`config.mk`:
```
export PLATFORM = sky130hd
export DESIGN_NAME = operand_issuer_flat
export DESIGN_NICKNAME = d
export VERILOG_FILES = /design/src/rtl/operand_issuer_pkg.sv /design/src/rtl/operand_issuer_if.sv /design/src/rtl/issue_fifo.sv /design/src/rtl/operand_issuer.sv /design/src/flat_wrapper.sv
export SDC_FILE = /design/constraint.sdc
export NUM_CORES = 1
export LEC_CHECK = 0
export ABC_CLOCK_PERIOD_IN_PS = 2950
export CAP_MARGIN = 5
export CORE_MARGIN = 1.5
export CORE_UTILIZATION = 25
export DETAILED_ROUTE_END_ITERATION = 8
export GPL_TIMING_DRIVEN = 0
export HOLD_SLACK_MARGIN = 0.15
export PLACE_DENSITY = 0.55
export RECOVER_POWER = 50
export SLEW_MARGIN = 25
export SYNTH_ARGS = -nofsm -noshare
export SYNTH_HDL_FRONTEND = slang
export SYNTH_SLANG_ARGS = --single-unit
```
`constraint.sdc`:
```
create_clock -name clk -period 2.95 [get_ports clk]
set_input_delay 0.7375 -clock clk [delete_from_list [all_inputs] [get_ports clk]]
set_output_delay 0.7375 -clock clk [all_outputs]
set_load 0.01 [all_outputs]
```
`src/rtl/operand_issuer_pkg.sv`:
```
// Shared constants and types for the operand issuer and its operand FIFO.
package operand_issuer_pkg;

  localparam int unsigned FIFO_DEPTH = 4;
  localparam int unsigned LATENCY    = 3;
  localparam int unsigned OP_W       = 8;
  localparam int unsigned RES_W      = 16;
  localparam int unsigned PTR_W      = $clog2(FIFO_DEPTH);
  localparam int unsigned CNT_W      = PTR_W + 1;

  typedef struct packed {
    logic [OP_W-1:0] a;
    logic [OP_W-1:0] b;
    logic [OP_W-1:0] c;
  } operand_t;

  typedef enum logic [1:0] {
    IssPop,
    IssBubble,
    IssFreeze
  } issue_e;

  // What the issue stage does on the coming edge.
  function automatic issue_e issue_action(input logic hold, input logic empty);
    if (hold) begin
      return IssFreeze;
    end else if (empty) begin
      return IssBubble;
    end
    return IssPop;
  endfunction

endpackage

```
`src/rtl/operand_issuer_if.sv`:
```
// Bundle between the operand issuer and its producer / equation pipeline.
// ISSUE_TAG_EN adds the res_tag result tag.
interface operand_issuer_if;
  import operand_issuer_pkg::*;

  logic             in_valid;
  logic             in_ready;
  logic [OP_W-1:0]  in_a;
  logic [OP_W-1:0]  in_b;
  logic [OP_W-1:0]  in_c;
  logic             hold;
  logic [OP_W-1:0]  A;
  logic [OP_W-1:0]  B;
  logic [OP_W-1:0]  C;
  logic             stall;
  logic [RES_W-1:0] E;
  logic             res_valid;
  logic [RES_W-1:0] res_data;
  logic [CNT_W-1:0] occupancy;
`ifdef ISSUE_TAG_EN
  logic [1:0]       res_tag;

  modport slave (
    input  in_valid, in_a, in_b, in_c, hold, E,
    output in_ready, A, B, C, stall, res_valid, res_data, occupancy, res_tag
  );
  modport master (
    output in_valid, in_a, in_b, in_c, hold, E,
    input  in_ready, A, B, C, stall, res_valid, res_data, occupancy, res_tag
  );
`else
  modport slave (
    input  in_valid, in_a, in_b, in_c, hold, E,
    output in_ready, A, B, C, stall, res_valid, res_data, occupancy
  );
  modport master (
    output in_valid, in_a, in_b, in_c, hold, E,
    input  in_ready, A, B, C, stall, res_valid, res_data, occupancy
  );
`endif

endinterface

```
`src/rtl/issue_fifo.sv`:
```
// Operand FIFO: no bypass, push refused when full regardless of a same-cycle pop.
module issue_fifo
  import operand_issuer_pkg::*;
(
  input  logic             clk,
  input  logic             rst,
  input  logic             push_i,
  input  logic             pop_i,
  input  operand_t         wdata_i,
  output operand_t         rdata_o,
  output logic             full_o,
  output logic             empty_o,
  output logic [CNT_W-1:0] count_o
);

  operand_t         mem_q [FIFO_DEPTH];
  operand_t         mem_d [FIFO_DEPTH];
  logic [PTR_W-1:0] wr_ptr_d, wr_ptr_q;
  logic [PTR_W-1:0] rd_ptr_d, rd_ptr_q;
  logic [CNT_W-1:0] count_d, count_q;
  logic             do_push, do_pop;

  assign full_o  = (count_q == CNT_W'(FIFO_DEPTH));
  assign empty_o = (count_q == '0);
  assign count_o = count_q;
  assign rdata_o = mem_q[rd_ptr_q];

  always_comb begin
    do_push  = push_i && !full_o;
    do_pop   = pop_i && !empty_o;
    mem_d    = mem_q;
    wr_ptr_d = wr_ptr_q;
    rd_ptr_d = rd_ptr_q;
    count_d  = count_q;
    if (do_push) begin
      mem_d[wr_ptr_q] = wdata_i;
      wr_ptr_d        = wr_ptr_q + PTR_W'(1);  // depth is a power of two: wraps
    end
    if (do_pop) begin
      rd_ptr_d = rd_ptr_q + PTR_W'(1);
    end
    unique case ({do_push, do_pop})
      2'b10:   count_d = count_q + CNT_W'(1);
      2'b01:   count_d = count_q - CNT_W'(1);
      default: count_d = count_q;
    endcase
  end

  always_ff @(posedge clk or posedge rst) begin
    if (rst) begin
      wr_ptr_q <= '0;
      rd_ptr_q <= '0;
      count_q  <= '0;
    end else begin
      wr_ptr_q <= wr_ptr_d;
      rd_ptr_q <= rd_ptr_d;
      count_q  <= count_d;
    end
  end

  always_ff @(posedge clk) begin
    mem_q <= mem_d;
  end

endmodule

```
`src/rtl/operand_issuer.sv`:
```
// Feeds queued operand triples into a freezable equation pipeline and flags its results.
// ISSUE_TAG_EN adds a 2-bit per-result tag (res_tag).
module operand_issuer
  import operand_issuer_pkg::*;
(
  input  logic            clk,
  input  logic            rst,
  operand_issuer_if.slave bus
);

  operand_t         head, in_ops, ops_d, ops_q;
  logic             full, empty, push, pop, shift;
  logic [CNT_W-1:0] count;
  issue_e           action;
  logic [LATENCY:0] vpipe_d, vpipe_q;
  logic             shifted_d, shifted_q;
  logic             stall_d, stall_q;

  assign in_ops = {bus.in_a, bus.in_b, bus.in_c};

  issue_fifo u_fifo (
    .clk     (clk),
    .rst     (rst),
    .push_i  (push),
    .pop_i   (pop),
    .wdata_i (in_ops),
    .rdata_o (head),
    .full_o  (full),
    .empty_o (empty),
    .count_o (count)
  );

  always_comb begin
    action    = issue_action(bus.hold, empty);
    pop       = (action == IssPop);
    shift     = (action != IssFreeze);
    push      = bus.in_valid && !full;
    ops_d     = pop ? head : ops_q;
    vpipe_d   = shift ? {vpipe_q[LATENCY-1:0], pop} : vpipe_q;
    shifted_d = shift;
    stall_d   = bus.hold;
  end

  always_ff @(posedge clk or posedge rst) begin
    if (rst) begin
      ops_q     <= '0;
      vpipe_q   <= '0;
      shifted_q <= 1'b0;
      stall_q   <= 1'b0;
    end else begin
      ops_q     <= ops_d;
      vpipe_q   <= vpipe_d;
      shifted_q <= shifted_d;
      stall_q   <= stall_d;
    end
  end

  assign bus.in_ready  = !full;
  assign bus.occupancy = count;
  assign bus.A         = ops_q.a;
  assign bus.B         = ops_q.b;
  assign bus.C         = ops_q.c;
  assign bus.stall     = stall_q;
  // Qualifying with the last-edge shift keeps a frozen last bit from pulsing again.
  assign bus.res_valid = vpipe_q[LATENCY] && shifted_q;
  assign bus.res_data  = bus.E;

`ifdef ISSUE_TAG_EN
  logic [1:0]            tag_d, tag_q;
  logic [LATENCY:0][1:0] tag_pipe_d, tag_pipe_q;

  always_comb begin
    tag_d      = pop ? tag_q + 2'd1 : tag_q;
    tag_pipe_d = shift ? {tag_pipe_q[LATENCY-1:0], tag_q} : tag_pipe_q;
  end

  always_ff @(posedge clk or posedge rst) begin
    if (rst) begin
      tag_q      <= '0;
      tag_pipe_q <= '0;
    end else begin
      tag_q      <= tag_d;
      tag_pipe_q <= tag_pipe_d;
    end
  end

  assign bus.res_tag = tag_pipe_q[LATENCY];
`endif

endmodule
```
`src/flat_wrapper.sv`:
```
// flat-port wrapper written by rule: the top's interface ports become plain ports
module operand_issuer_flat import operand_issuer_pkg::*;
  (clk, rst, bus_in_valid, bus_in_a, bus_in_b, bus_in_c, bus_hold, bus_E, bus_in_ready, bus_A, bus_B, bus_C, bus_stall, bus_res_valid, bus_res_data, bus_occupancy);
  operand_issuer_if bus_i ();
  input  logic clk;
  input  logic rst;
  input wire logic [$bits(bus_i.in_valid)-1:0] bus_in_valid;
  input wire logic [$bits(bus_i.in_a)-1:0] bus_in_a;
  input wire logic [$bits(bus_i.in_b)-1:0] bus_in_b;
  input wire logic [$bits(bus_i.in_c)-1:0] bus_in_c;
  input wire logic [$bits(bus_i.hold)-1:0] bus_hold;
  input wire logic [$bits(bus_i.E)-1:0] bus_E;
  output wire logic [$bits(bus_i.in_ready)-1:0] bus_in_ready;
  output wire logic [$bits(bus_i.A)-1:0] bus_A;
  output wire logic [$bits(bus_i.B)-1:0] bus_B;
  output wire logic [$bits(bus_i.C)-1:0] bus_C;
  output wire logic [$bits(bus_i.stall)-1:0] bus_stall;
  output wire logic [$bits(bus_i.res_valid)-1:0] bus_res_valid;
  output wire logic [$bits(bus_i.res_data)-1:0] bus_res_data;
  output wire logic [$bits(bus_i.occupancy)-1:0] bus_occupancy;
  assign bus_i.in_valid = bus_in_valid;
  assign bus_i.in_a = bus_in_a;
  assign bus_i.in_b = bus_in_b;
  assign bus_i.in_c = bus_in_c;
  assign bus_i.hold = bus_hold;
  assign bus_i.E = bus_E;
  assign bus_in_ready = bus_i.in_ready;
  assign bus_A = bus_i.A;
  assign bus_B = bus_i.B;
  assign bus_C = bus_i.C;
  assign bus_stall = bus_i.stall;
  assign bus_res_valid = bus_i.res_valid;
  assign bus_res_data = bus_i.res_data;
  assign bus_occupancy = bus_i.occupancy;
  operand_issuer u_core (.clk(clk), .rst(rst), .bus(bus_i));
endmodule
```
### Yosys cells after proc, flatten, opt, wreduce, memory -nomap -nowiden

Index checks and enable logic that the tools add are counted.

| word-level totals | value |
|---|---|
| register bits | 133 |
| logic and storage cells | 56 |
| output and inout bits | 46 |

| operators by class | value |
|---|---|
| add/sub/neg operators | 4 |
| reductions and logical operators | 10 |
| multiplexer cells | 12 |
| bitwise operators | 2 |
| equality and inequality tests | 4 |
| order comparisons | 3 |

Operators with widths:

| kind | number |
|---|---|
| bitwise mux 96 bit | 1 |
| 2-to-1 mux 24 bit | 3 |
| binary-select mux 24 bit (select 2 bit) | 1 |
| demux 24 bit (select 2 bit) | 1 |
| greater-or-equal comparator 3 bit, second input constant | 2 |
| 2-to-1 mux 2 bit | 3 |
| inverter 2 -> 3 bit | 2 |
| case mux 3 bit (2 select lines) | 1 |
| logical AND 1 bit | 5 |
| adder 2 x 1 -> 2 bit, second input constant | 2 |
| adder 3 x 1 -> 3 bit, second input constant | 1 |
| == test 3 bit, second input constant | 1 |
| logical NOT 3 bit | 1 |
| less-than comparator 3 x 1 -> 1 bit, second input constant | 1 |
| subtractor 3 x 1 -> 3 bit, second input constant | 1 |
| == test 2 x 1 -> 1 bit, second input constant | 1 |
| == test 2 bit, second input constant | 1 |
| logical NOT 1 bit | 2 |
| logical NOT 2 bit | 1 |
| 2-to-1 mux 1 bit | 2 |
| != test 2 bit, second input constant | 1 |
| nonzero test 2 bit | 1 |

### Depth between registers and ports, before layout

Gate-level depths: netlist of run 1.

| logic depth | value |
|---|---|
| word-level depth | 8 |
| gate-level depth with buffers | 9 |
| mapped depth without buffers | 9 |

### Hierarchy

From an unflattened synthesis of run 1, not the netlist that was laid out.

| unflattened totals | value |
|---|---|
| cells, all modules | 248 |
| area, all modules | 5,290.1 um2 |

By module, submodules not included:

| module | times used | cells an instance | area each (um2) |
|---|---|---|---|
| issue_fifo | 1 | 164 | 3,937.5 |
| operand_issuer | 1 | 84 | 1,352.5 |

### Worst setup path before layout of run 1

No wires, ideal clock.

| timing path | value |
|---|---|
| path kind | input-to-reg |
| from | input port bus_hold |
| to | register u_core.u_fifo.count_q[2], in the netlist u_core.u_fifo.count_o[2] |
| stages on the path | 9 |
| path buffers | 2 |
| path slack | 0.416 ns |
| required time | 2.871 ns |
| arrival | 2.455 ns |
| cells stage by stage | buf_2 -> nor2_2 -> buf_4 -> ha_1 -> inv_1 -> fa_1 -> xor2_1 -> nor2_1 -> xor2_1 |

| on the way | value |
|---|---|
| cells in the longest elaborated chain, start to end | 6 |
| elaborated cells on any way between the ends | 9 |
| those cells by class | eq/ne: 2; mux: 4; reduce/logical: 3 |

RTL lines:

| item | line | text |
|---|---|---|
| start: declaration | flat_wrapper.sv:11 | `input wire logic [$bits(bus_i.hold)-1:0] bus_hold;` |
| 2-to-1 mux 2 bit / 2-to-1 mux 1 bit (equally long branches) | operand_issuer_pkg.sv:25 | `if (hold) begin` |
| 2-to-1 mux 2 bit (*) | operand_issuer_pkg.sv:30 | `return IssPop;` |
| logical NOT 2 bit (*) | operand_issuer.sv:35 | `pop = (action == IssPop);` |
| named net u_core.pop | operand_issuer.sv:12 | `logic full, empty, push, pop, shift;` |
| logical AND 1 bit (*) | issue_fifo.sv:30 | `do_pop = pop_i && !empty_o;` |
| == test 2 x 1 -> 1 bit / == test 2 bit (equally long branches) | issue_fifo.sv:42 | `unique case ({do_push, do_pop})` |
| case mux 3 bit (2 select lines) / nonzero test 2 bit (equally long branches) | -- |  |
| end signal: assignment | issue_fifo.sv:57 | `count_q <= count_d;` |
| end: declaration | issue_fifo.sv:20 | `logic [CNT_W-1:0] count_d, count_q;` |

Mark *: on every way through the listed nets, which the timed path passes. The rest lies on a longest branch.
A chain may end at the register's enable or synchronous reset.

### Worst setup path after layout of run 1

Ends and elaborated chain as after synthesis.

==> qor.yml, run 1 <==
clock_network:
  cts_made_buffers: 17
  clk_latency_ns: 0.41
  cts_tree: "yes"
  post_cts_buffers: 0
  cts_buffer_depth: 2
  clk_pin_slew_worst_paths_ns: 0.05
  cts_htree_levels: 4
  cts_root_buf: "clkbuf_16"
  cts_sinks: 133
setup_path:
  crit_arrival_ns: 3.08
  cp_common_cell: "xor2_1"
  crit_path_start_kind: "primary input"
  criticalPathCategory: "primary input to register"
  cp_num_buf_inv: 4
  critPathMaxFanout: 10
  crit_family: "buffers and inverters"
  cpPeakStageDelay_ns: 0.41
  crit_chain: "clkdlybuf4s50_1, buf_2, nor2_4, buf_4, ha_1, inv_1, fa_1, xor2_1, nor2_1, xor2_1"
  critPathSlowestCell: "clkdlybuf4s50_1"
  worstSetupEndpointType: "register"
  required_ns: 3.28
layout:
  area_growth_pct: 35.1
  drive_above_1_share: 0.297
  fin_util: 0.346
  multi_input_comb_area_sq_um: 1170
  insertedDiodeCount: 0
  final-seq-area_sq_um: 3810
  nets: 390
  fill_cells: 1906
detailed_routing:
  drt-total-wl_microns: 10200
  drtPass1Iterations: 4
  vias: 2488
  ant_nets: 0
  vias_per_cell: 3.99
  drt_iter0_drc: 91
  route.detailed.drc: 0
  post_drt_wl_per_cell_microns: 16.4
timing:
  fmax_ghz: 0.363
  period_share: 0.933
  finalHoldViolations: 0
  layout_min_cycle_time_ns: 2.75
  worst_pin_slew_ns: 1.31
  clock-skew-final_ns: 0.00832
  setup_viol: 0
  slew_violations: 0
  setup_tns_ns: 0
  rsz0062_at_grt: "false"
  slew_headroom: 0.125
synth:
  yosys_warnings: 0
  synth_top_cell_by_area: "edfxtp_1"
  ys_top_cells_by_area: "edfxtp_1 55%, dfrtp_1 18%, mux4_2 7.8%"
  synth_area_sq_um: 5220
  seq_area_frac_synth: 0.730
  synth_cell_types: 26
  synthCells: 243
  ys_ff_latch: 133
  synth_top_area_frac: 0.553
  synth_fp_nets: 293
  postSynthAreaPerCell_sq_um: 21.5
floorplan:
  die_w_microns: 147
  io_pins: 90
  std_cell_rows: 52
  coreArea_sq_um: 20400
  die_h_microns: 147
  die_area_sq_um: 21700
  floorplan.initialDensity: 0.256
global_route:
  antenna_found_initial: 1
  grt_use_total: 0.103
  first_global_vias: 2779
  grt_overflow: 0
  grt_max_degree: 27
  grt_first_pass_wirelength_microns: 15800
job:
  cap_viol_max_count: 0
status:
  status: "complete, no violations"
power:
  p_per_area_nw_per_um2: 1020
  clkPwrFrac: 0.313
  netSwitchingPower_uw: 1870
  sequentialPowerShare: 0.382
  total_power_uw: 7200
  max-vdd-ir-drop_uv: 361
  p_leak_uw: 0.00261
  switching_share: 0.260
  p_int_uw: 5330
  combPwrFrac: 0.304
worst_hold_path:
  worstHoldPathType: "register to register"
placed_design:
  dp_hpwl_microns: 6950
  io_buffers: 73
  gp_congestion: 0.612
-- path summary, 6_finish.rpt --
kind                                          start                        to  slack [ns]  depth (start not counted)
setup / recovery                           bus_hold  u_core.u_fifo.count_o[2]        0.20                         10
hold / removal                    u_core.vpipe_q[0]         u_core.vpipe_q[0]        0.49                          1
max in group asynchronous                       rst           u_core.bus.A[1]        0.52                          3
setup reg to reg           u_core.u_fifo.count_o[0]  u_core.u_fifo.count_o[2]        0.58                          9
hold reg to reg                   u_core.vpipe_q[0]         u_core.vpipe_q[0]        0.49                          1
min in group asynchronous                       rst  u_core.u_fifo.count_o[2]        0.81                          2
-- power by group through the flow --
stage | Sequential, uW | Clock, uW | Combinational, uW
after floorplan | 2830 | 0 | 1260
after global placement | 2790 | 0 | 2120
after detailed placement | 2800 | 0 | 2270
after CTS | 2770 | 2320 | 2280
after global routing | 2820 | 2390 | 2370
final | 2760 | 2260 | 2190
-- layout make-up --
cell class | count | share of cell area
buffer | 25 | 0.0296
clock buffer | 18 | 0.0609
clock inverter | 14 | 0.0295
inverter | 8 | 0.00426
multi-input combinational | 77 | 0.167
sequential | 133 | 0.540
tap | 270 | 0.0479
timing repair buffer | 78 | 0.121
-- placed cells by master (no fill, tap or decap), types with 2 or more instances in the layout --
| master | instances |
|---|---|
| dlygate4sd3_1 | 26 |
| edfxtp_1 | 96 |
| buf_4 | 17 |
| and3_2 | 2 |
| clkinv_1 | 3 |
| mux4_1 | 6 |
| clkbuf_1 | 2 |
| clkinvlp_4 | 2 |
| mux4_2 | 18 |
| buf_2 | 3 |
| clkinv_4 | 2 |
| xnor2_1 | 2 |
| buf_16 | 4 |
| dfrtp_1 | 37 |
| clkbuf_16 | 17 |
| mux2_2 | 10 |
| xor2_1 | 4 |
| mux2_4 | 18 |
| bufinv_16 | 5 |
| buf_6 | 2 |
| buf_12 | 2 |
| inv_1 | 8 |
| clkdlybuf4s50_1 | 47 |
| and3_1 | 2 |
| ha_1 | 5 |
-- state kept, by name, indices dropped and copies added (netlist names) --
| register | count |
|---|---|
| u_core.u_fifo.mem_q | 96 |
| u_core.bus.stall | 1 |
| u_core.bus.C | 8 |
| u_core.shifted_q | 1 |
| u_core.u_fifo.count_o | 3 |
| u_core.bus.A | 8 |
| u_core.bus.B | 8 |
| u_core.u_fifo.wr_ptr_q | 2 |
| u_core.vpipe_q | 4 |
| u_core.u_fifo.rd_ptr_q | 2 |
-- what timing repair did --
item,CTS,global route
hold buffers,0,0
endpoints found under the setup margin,1,0
gates resized for setup,1,0
-- cell families after synthesis --
| logic type | count (synthesis) | share of synthesized area |
|---|---|---|
| AO/OA/AOI/OAI | 1 | 0.00144 |
| XOR/XNOR | 6 | 0.0101 |
| AND/OR/NAND/NOR | 11 | 0.0137 |
| buffers and inverters | 33 | 0.0458 |
| adder cells (fa/ha/maj) | 6 | 0.0158 |
| multiplexers | 53 | 0.183 |
| flip-flops | 133 | 0.730 |
-- cell usage after synthesis --
cell      instances
xor2_1            4
mux4_2           18
buf_6             2
a21o_1            1
buf_4            17
nor3b_1           1
nor3_1            1
edfxtp_1         96
buf_2             3
fa_1              1
mux2i_1           1
nor2_1            1
buf_12            2
inv_1             8
mux2_4           18
mux2_2           10
ha_1              5
clkbuf_1          1
and2_1            1
nor2_2            1
mux4_1            6
dfrtp_1          37
or3b_1            1
xnor2_1           2
and3_1            4
and2_4            1
-- per-layer routing --
layer | GRT usage | vias up | wire length [microns]
met5 | 0 | - | 16
met4 | 0.0485 | 2 | 197
met3 | 0.0386 | 14 | 519
met2 | 0.173 | 81 | 5240
met1 | 0.116 | 1267 | 4230
li1 | - | 1124 | -
-- stage by stage --
step	setup WS, ns	area (sq um)	cells	hold slack (ns)
after global placement	-0.451	6290	586	0.457
after global routing	0.0811	7050	623	0.525
after CTS	0.152	7060	623	0.484
final	0.198	7050	623	0.486
after floorplan	0.416	5220	243	0.446
after detailed placement	-0.525	6420	591	0.471
No activity file was read; power rests on OpenSTA's default activity.
==> run 2: changes to the inputs <==
--- a/config.mk
+++ b/config.mk
@@ -8,11 +8,11 @@
 export ABC_CLOCK_PERIOD_IN_PS = 2950
 export CAP_MARGIN = 5
 export CORE_MARGIN = 1.5
-export CORE_UTILIZATION = 25
+export CORE_UTILIZATION = 51
 export DETAILED_ROUTE_END_ITERATION = 8
 export GPL_TIMING_DRIVEN = 0
 export HOLD_SLACK_MARGIN = 0.15
-export PLACE_DENSITY = 0.55
+export PLACE_DENSITY = 0.88
 export RECOVER_POWER = 50
 export SLEW_MARGIN = 25
 export SYNTH_ARGS = -nofsm -noshare
==> run 2 against run 1 <==
Against the previous run:
- the run now ends with max-capacitance violations, max-slew violations left
- routed wire length fell by 8.1%
- cell area fell by 4.7%
- global-route usage is 8.9 points higher
- first-iteration DRC count up 31%
- maximum frequency shrank 2.0%
- clock skew up 0.0034 ns
- register-to-register slack lost 0.14 ns
- clock-buffer cell count is 1 higher
- flip-flop and latch count is the same
- setup slack got worse by 0.055 ns
- clock power fell by 6%
- critical endpoint unchanged
- largest cell class unchanged
- largest power group unchanged
==> qor.yml, run 2 (same netlist as run 1, synthesis figures left out) <==
clock_network:
  cts_resized: 0
  cts_sinks: 133
  cts_root_buf: "clkbuf_8"
  cts_buffer_depth: 2
  cts_tree: "yes"
  cts_htree_levels: 4
  clk_pin_slew_worst_paths_ns: 0.06
  cts_made_buffers: 17
  postCtsHoldBufs: 0
  post_cts_buffers: 0
  clk_latency_ns: 0.52
power:
  p_per_area_nw_per_um2: 1040
  p_leak_uw: 0.00252
  max-vdd-ir-drop_uv: 554
detailed_routing:
  vias: 2483
  drt_iter0_drc: 119
  drt-total-wl_microns: 9370
  vias_per_cell: 5.15
  drtPass1Iterations: 4
  route.detailed.drc: 0
  post_drt_wl_per_cell_microns: 19.4
  ant_nets: 0
timing:
  finalHoldViolations: 0
  rsz0062_at_grt: "false"
  layout_min_cycle_time_ns: 2.81
  timing.hold.ws_ns: 0.503
  setup_viol: 0
  slew_violations: 28
  finalWorstSetupSlack_ns: 0.143
  fmax_ghz: 0.356
  clock-skew-final_ns: 0.0117
  slew_headroom: -0.122
  period_share: 0.952
  setup_tns_ns: 0
  worst_pin_slew_ns: 1.68
floorplan:
  floorplan.initialDensity: 0.529
  coreArea_sq_um: 9860
  die_h_microns: 104
  std_cell_rows: 36
  io_pins: 90
  die_area_sq_um: 10800
  die_w_microns: 104
job:
  cap_viol_max_count: 1
layout:
  insertedDiodeCount: 0
  top_register: "u_core.u_fifo.mem_q"
  area_growth_pct: 28.8
  drive_above_1_share: 0.287
  largest_reg_flops: 96
  fill_cells: 623
  most-common-layout-cells: "96 x edfxtp_1, 47 x clkdlybuf4s50_1, 37 x dfrtp_1, 26 x dlygate4sd3_1"
  final_common_cell: "edfxtp_1"
  nets: 386
worst_hold_path:
  worstHoldPathType: "register to register"
setup_path:
  worstSetupEndpointType: "register"
  required_ns: 3.39
  crit_arrival_ns: 3.25
  criticalPathCategory: "primary input to register"
  critPathMaxFanout: 10
  crit_path_start_kind: "primary input"
global_route:
  grt_first_pass_wirelength_microns: 14900
  grt_use_total: 0.191
  grt_max_degree: 28
  met1_usage: 0.230
  grt_util_met3: 0.0658
  grt_use_met2: 0.318
  first_global_vias: 2675
  grt_overflow: 0
  antenna_found_initial: 1
  busiest_layer: "met2"
status:
  status: "finished, violations left"
  violations: "max-capacitance violations, max-slew violations"
placed_design:
  gp_congestion: 0.733
  dp_hpwl_microns: 5370
  dp_slack_ns: -0.379
  io_buffers: 73
-- run 2: through the flow --
step / instance area (sq um) / total power, uW / std cells / util
after floorplan: 5220 / 4100 / 243 / -
after global placement: 6110 / 4800 / 449 / 0.620
after detailed placement: 6140 / 4900 / 450 / 0.622
after CTS: 6740 / 7080 / 482 / 0.684
after global routing: 6720 / 7300 / 482 / 0.681
final: 6720 / 6990 / 482 / 0.681
-- run 2: cell type report --
cell class,count,area (sq um),area share
buffer,25,206,0.0307
clock buffer,19,422,0.0627
clock inverter,13,183,0.0272
inverter,8,30.0,0.00447
multi-input combinational,77,1170,0.174
sequential,133,3810,0.567
tap,133,166,0.0248
timing repair buffer,74,734,0.109
-- run 2: power breakdown --
part	total [uW]	switching [uW]	internal (uW)
Combinational	2070	866	1210
Sequential	2780	218	2560
Clock	2130	764	1370
Total	6990	1850	5140
-- run 2: per-layer routing --
layer | wire length, microns | up-vias
met5 | 12 | -
met4 | 115 | 2
met3 | 474 | 17
met2 | 4920 | 84
met1 | 3850 | 1260
li1 | - | 1120
-- run 2: final timing paths --
kind                       slack, ns  depth (start not counted)                  endpoint                      from
max in group asynchronous       0.38                          3           u_core.bus.A[7]                       rst
hold / removal                  0.50                          1           u_core.bus.A[2]           u_core.bus.A[2]
setup / recovery                0.14                         10  u_core.u_fifo.count_o[2]                  bus_hold
setup reg to reg                0.44                          9  u_core.u_fifo.count_o[2]  u_core.u_fifo.count_o[0]
hold reg to reg                 0.50                          1           u_core.bus.A[2]           u_core.bus.A[2]
min in group asynchronous       0.65                          2         u_core.vpipe_q[0]                       rst
-- run 2: critical path, cell delays in order --
cell and delay [ns]:
clkdlybuf4s50_1 0.42, buf_2 0.18, nor2_2 0.47, buf_4 0.35
ha_1 0.22, inv_1 0.06, fa_1 0.38, xor2_1 0.16
nor2_1 0.11, xor2_1 0.15
==> run 3: changes to the inputs <==
--- a/config.mk
+++ b/config.mk
@@ -8,11 +8,11 @@
 export ABC_CLOCK_PERIOD_IN_PS = 2950
 export CAP_MARGIN = 5
 export CORE_MARGIN = 1.5
-export CORE_UTILIZATION = 51
+export CORE_UTILIZATION = 38
 export DETAILED_ROUTE_END_ITERATION = 8
 export GPL_TIMING_DRIVEN = 0
 export HOLD_SLACK_MARGIN = 0.15
-export PLACE_DENSITY = 0.88
+export PLACE_DENSITY = 0.72
 export RECOVER_POWER = 50
 export SLEW_MARGIN = 25
 export SYNTH_ARGS = -nofsm -noshare
==> run 3 against run 2 <==
Against the previous run:
- the flow now finishes without violations
- routed wire length down 6.0%
- hold slack worse by 0.019 ns
- clock skew down 0.0059 ns
- largest power group unchanged
- largest cell class unchanged
- via count decreased by 1.2%
- non-clock buffer count did not move
- highest routed layer unchanged
- setup slack better by 0.087 ns
- register-to-register slack better by 0.17 ns
==> qor.yml, run 3 (same netlist as run 1, synthesis figures left out) <==
layout:
  final_common_cell: "edfxtp_1"
  drive_above_1_share: 0.295
  area_growth_pct: 30.5
  final_area_sq_um: 6810
  insertedDiodeCount: 0
  top_register: "u_core.u_fifo.mem_q"
  nets: 386
  largest_reg_flops: 96
  most-common-layout-cells: "96 x edfxtp_1, 47 x clkdlybuf4s50_1, 37 x dfrtp_1, 26 x dlygate4sd3_1"
timing:
  rsz0062_at_grt: "false"
  setup_tns_ns: 0
  period_share: 0.922
  clock-skew-final_ns: 0.00583
  finalWorstSetupSlack_ns: 0.230
  slew_violations: 0
  setup_viol: 0
  finalHoldViolations: 0
  fmax_ghz: 0.368
  slew_headroom: 0.130
  worst_pin_slew_ns: 1.31
  layout_min_cycle_time_ns: 2.72
clock_network:
  cts_sinks: 133
  cts_resized: 1
  cts_tree: "yes"
  cts_buffer_depth: 2
  clk_latency_ns: 0.40
  clk_pin_slew_worst_paths_ns: 0.05
  cts_root_buf: "clkbuf_16"
  cts_made_buffers: 17
  cts_htree_levels: 4
  postCtsHoldBufs: 0
  post_cts_buffers: 0
setup_path:
  critPathMaxFanout: 10
  crit_arrival_ns: 3.04
  criticalPathCategory: "primary input to register"
  required_ns: 3.27
  crit_path_start_kind: "primary input"
  worstSetupEndpointType: "register"
placed_design:
  io_buffers: 73
  dp_hpwl_microns: 5590
  dp_slack_ns: -0.428
  place_area_sq_um: 6190
  gp_congestion: 0.661
power:
  p_leak_uw: 0.00256
  p_per_area_nw_per_um2: 1030
  max-vdd-ir-drop_uv: 507
  total_power_uw: 6990
detailed_routing:
  drt_iter0_drc: 121
  post_drt_wl_per_cell_microns: 16.8
  drtPass1Iterations: 4
  drt-total-wl_microns: 8820
  route.detailed.drc: 0
  vias_per_cell: 4.67
  vias: 2454
  ant_nets: 0
floorplan:
  std_cell_rows: 42
  coreArea_sq_um: 13300
  floorplan.initialDensity: 0.392
  io_pins: 90
  die_w_microns: 120
  die_h_microns: 120
  die_area_sq_um: 14400
global_route:
  antenna_found_initial: 1
  grt_max_degree: 28
  grt_use_total: 0.134
  grt_overflow: 0
  first_global_vias: 2574
  grt_first_pass_wirelength_microns: 14000
worst_hold_path:
  worstHoldPathType: "register to register"
job:
  cap_viol_max_count: 0
status:
  status: "complete, no violations"
-- run 3: through the flow --
step                cells  hold slack [ns]  utilization
floorplan             243            0.446            -
global placement      492            0.459        0.464
detailed placement    493            0.469        0.466
CTS                   525            0.482        0.513
global route          525            0.517        0.512
finish                525            0.484        0.512
-- run 3: worst paths after layout --
check | startpoint | to | slack (ns) | cells after the start
max | bus_hold | u_core.u_fifo.count_o[2] | 0.23 | 10
min in group asynchronous | rst | u_core.u_fifo.wr_ptr_q[1] | 0.78 | 2
min | u_core.vpipe_q[0] | u_core.vpipe_q[0] | 0.48 | 1
min reg2reg | u_core.vpipe_q[0] | u_core.vpipe_q[0] | 0.48 | 1
max in group asynchronous | rst | u_core.bus.A[3] | 0.51 | 3
max reg2reg | u_core.u_fifo.count_o[0] | u_core.u_fifo.count_o[2] | 0.61 | 9
-- run 3: power by group --
part	switching (uW)	leakage, uW	internal [uW]
registers	197	0.00131	2560
clock network	744	0.000299	1430
logic	855	0.000947	1210
-- run 3: layer usage --
layer	up-vias	share of wire	track usage	wire length [microns]
li1	1116	-	-	-
met1	1247	0.40	0.156	3510
met2	77	0.52	0.220	4590
met3	12	0.067	0.0561	589
met4	2	0.013	0.0551	117
met5	-	0.0011	0	10
-- run 3: critical path, stage by stage --
cell and delay, ns:
clkdlybuf4s50_1 0.41, buf_2 0.18, nor2_4 0.31, buf_4 0.29, ha_1 0.22, inv_1 0.06, fa_1 0.38, xor2_1 0.15
nor2_1 0.11, xor2_1 0.17
-- run 3: cell type report --
| cell class | instances | area, sq um |
|---|---|---|
| Fill cell | 1075 | 6490 |
| Sequential cell | 133 | 3810 |
| Multi-Input combinational cell | 77 | 1180 |
| Timing Repair Buffer | 74 | 743 |
| Clock buffer | 19 | 443 |
| Tap cell | 176 | 220 |
| Buffer | 25 | 209 |
| Clock inverter | 13 | 179 |
| Inverter | 8 | 30.0 |
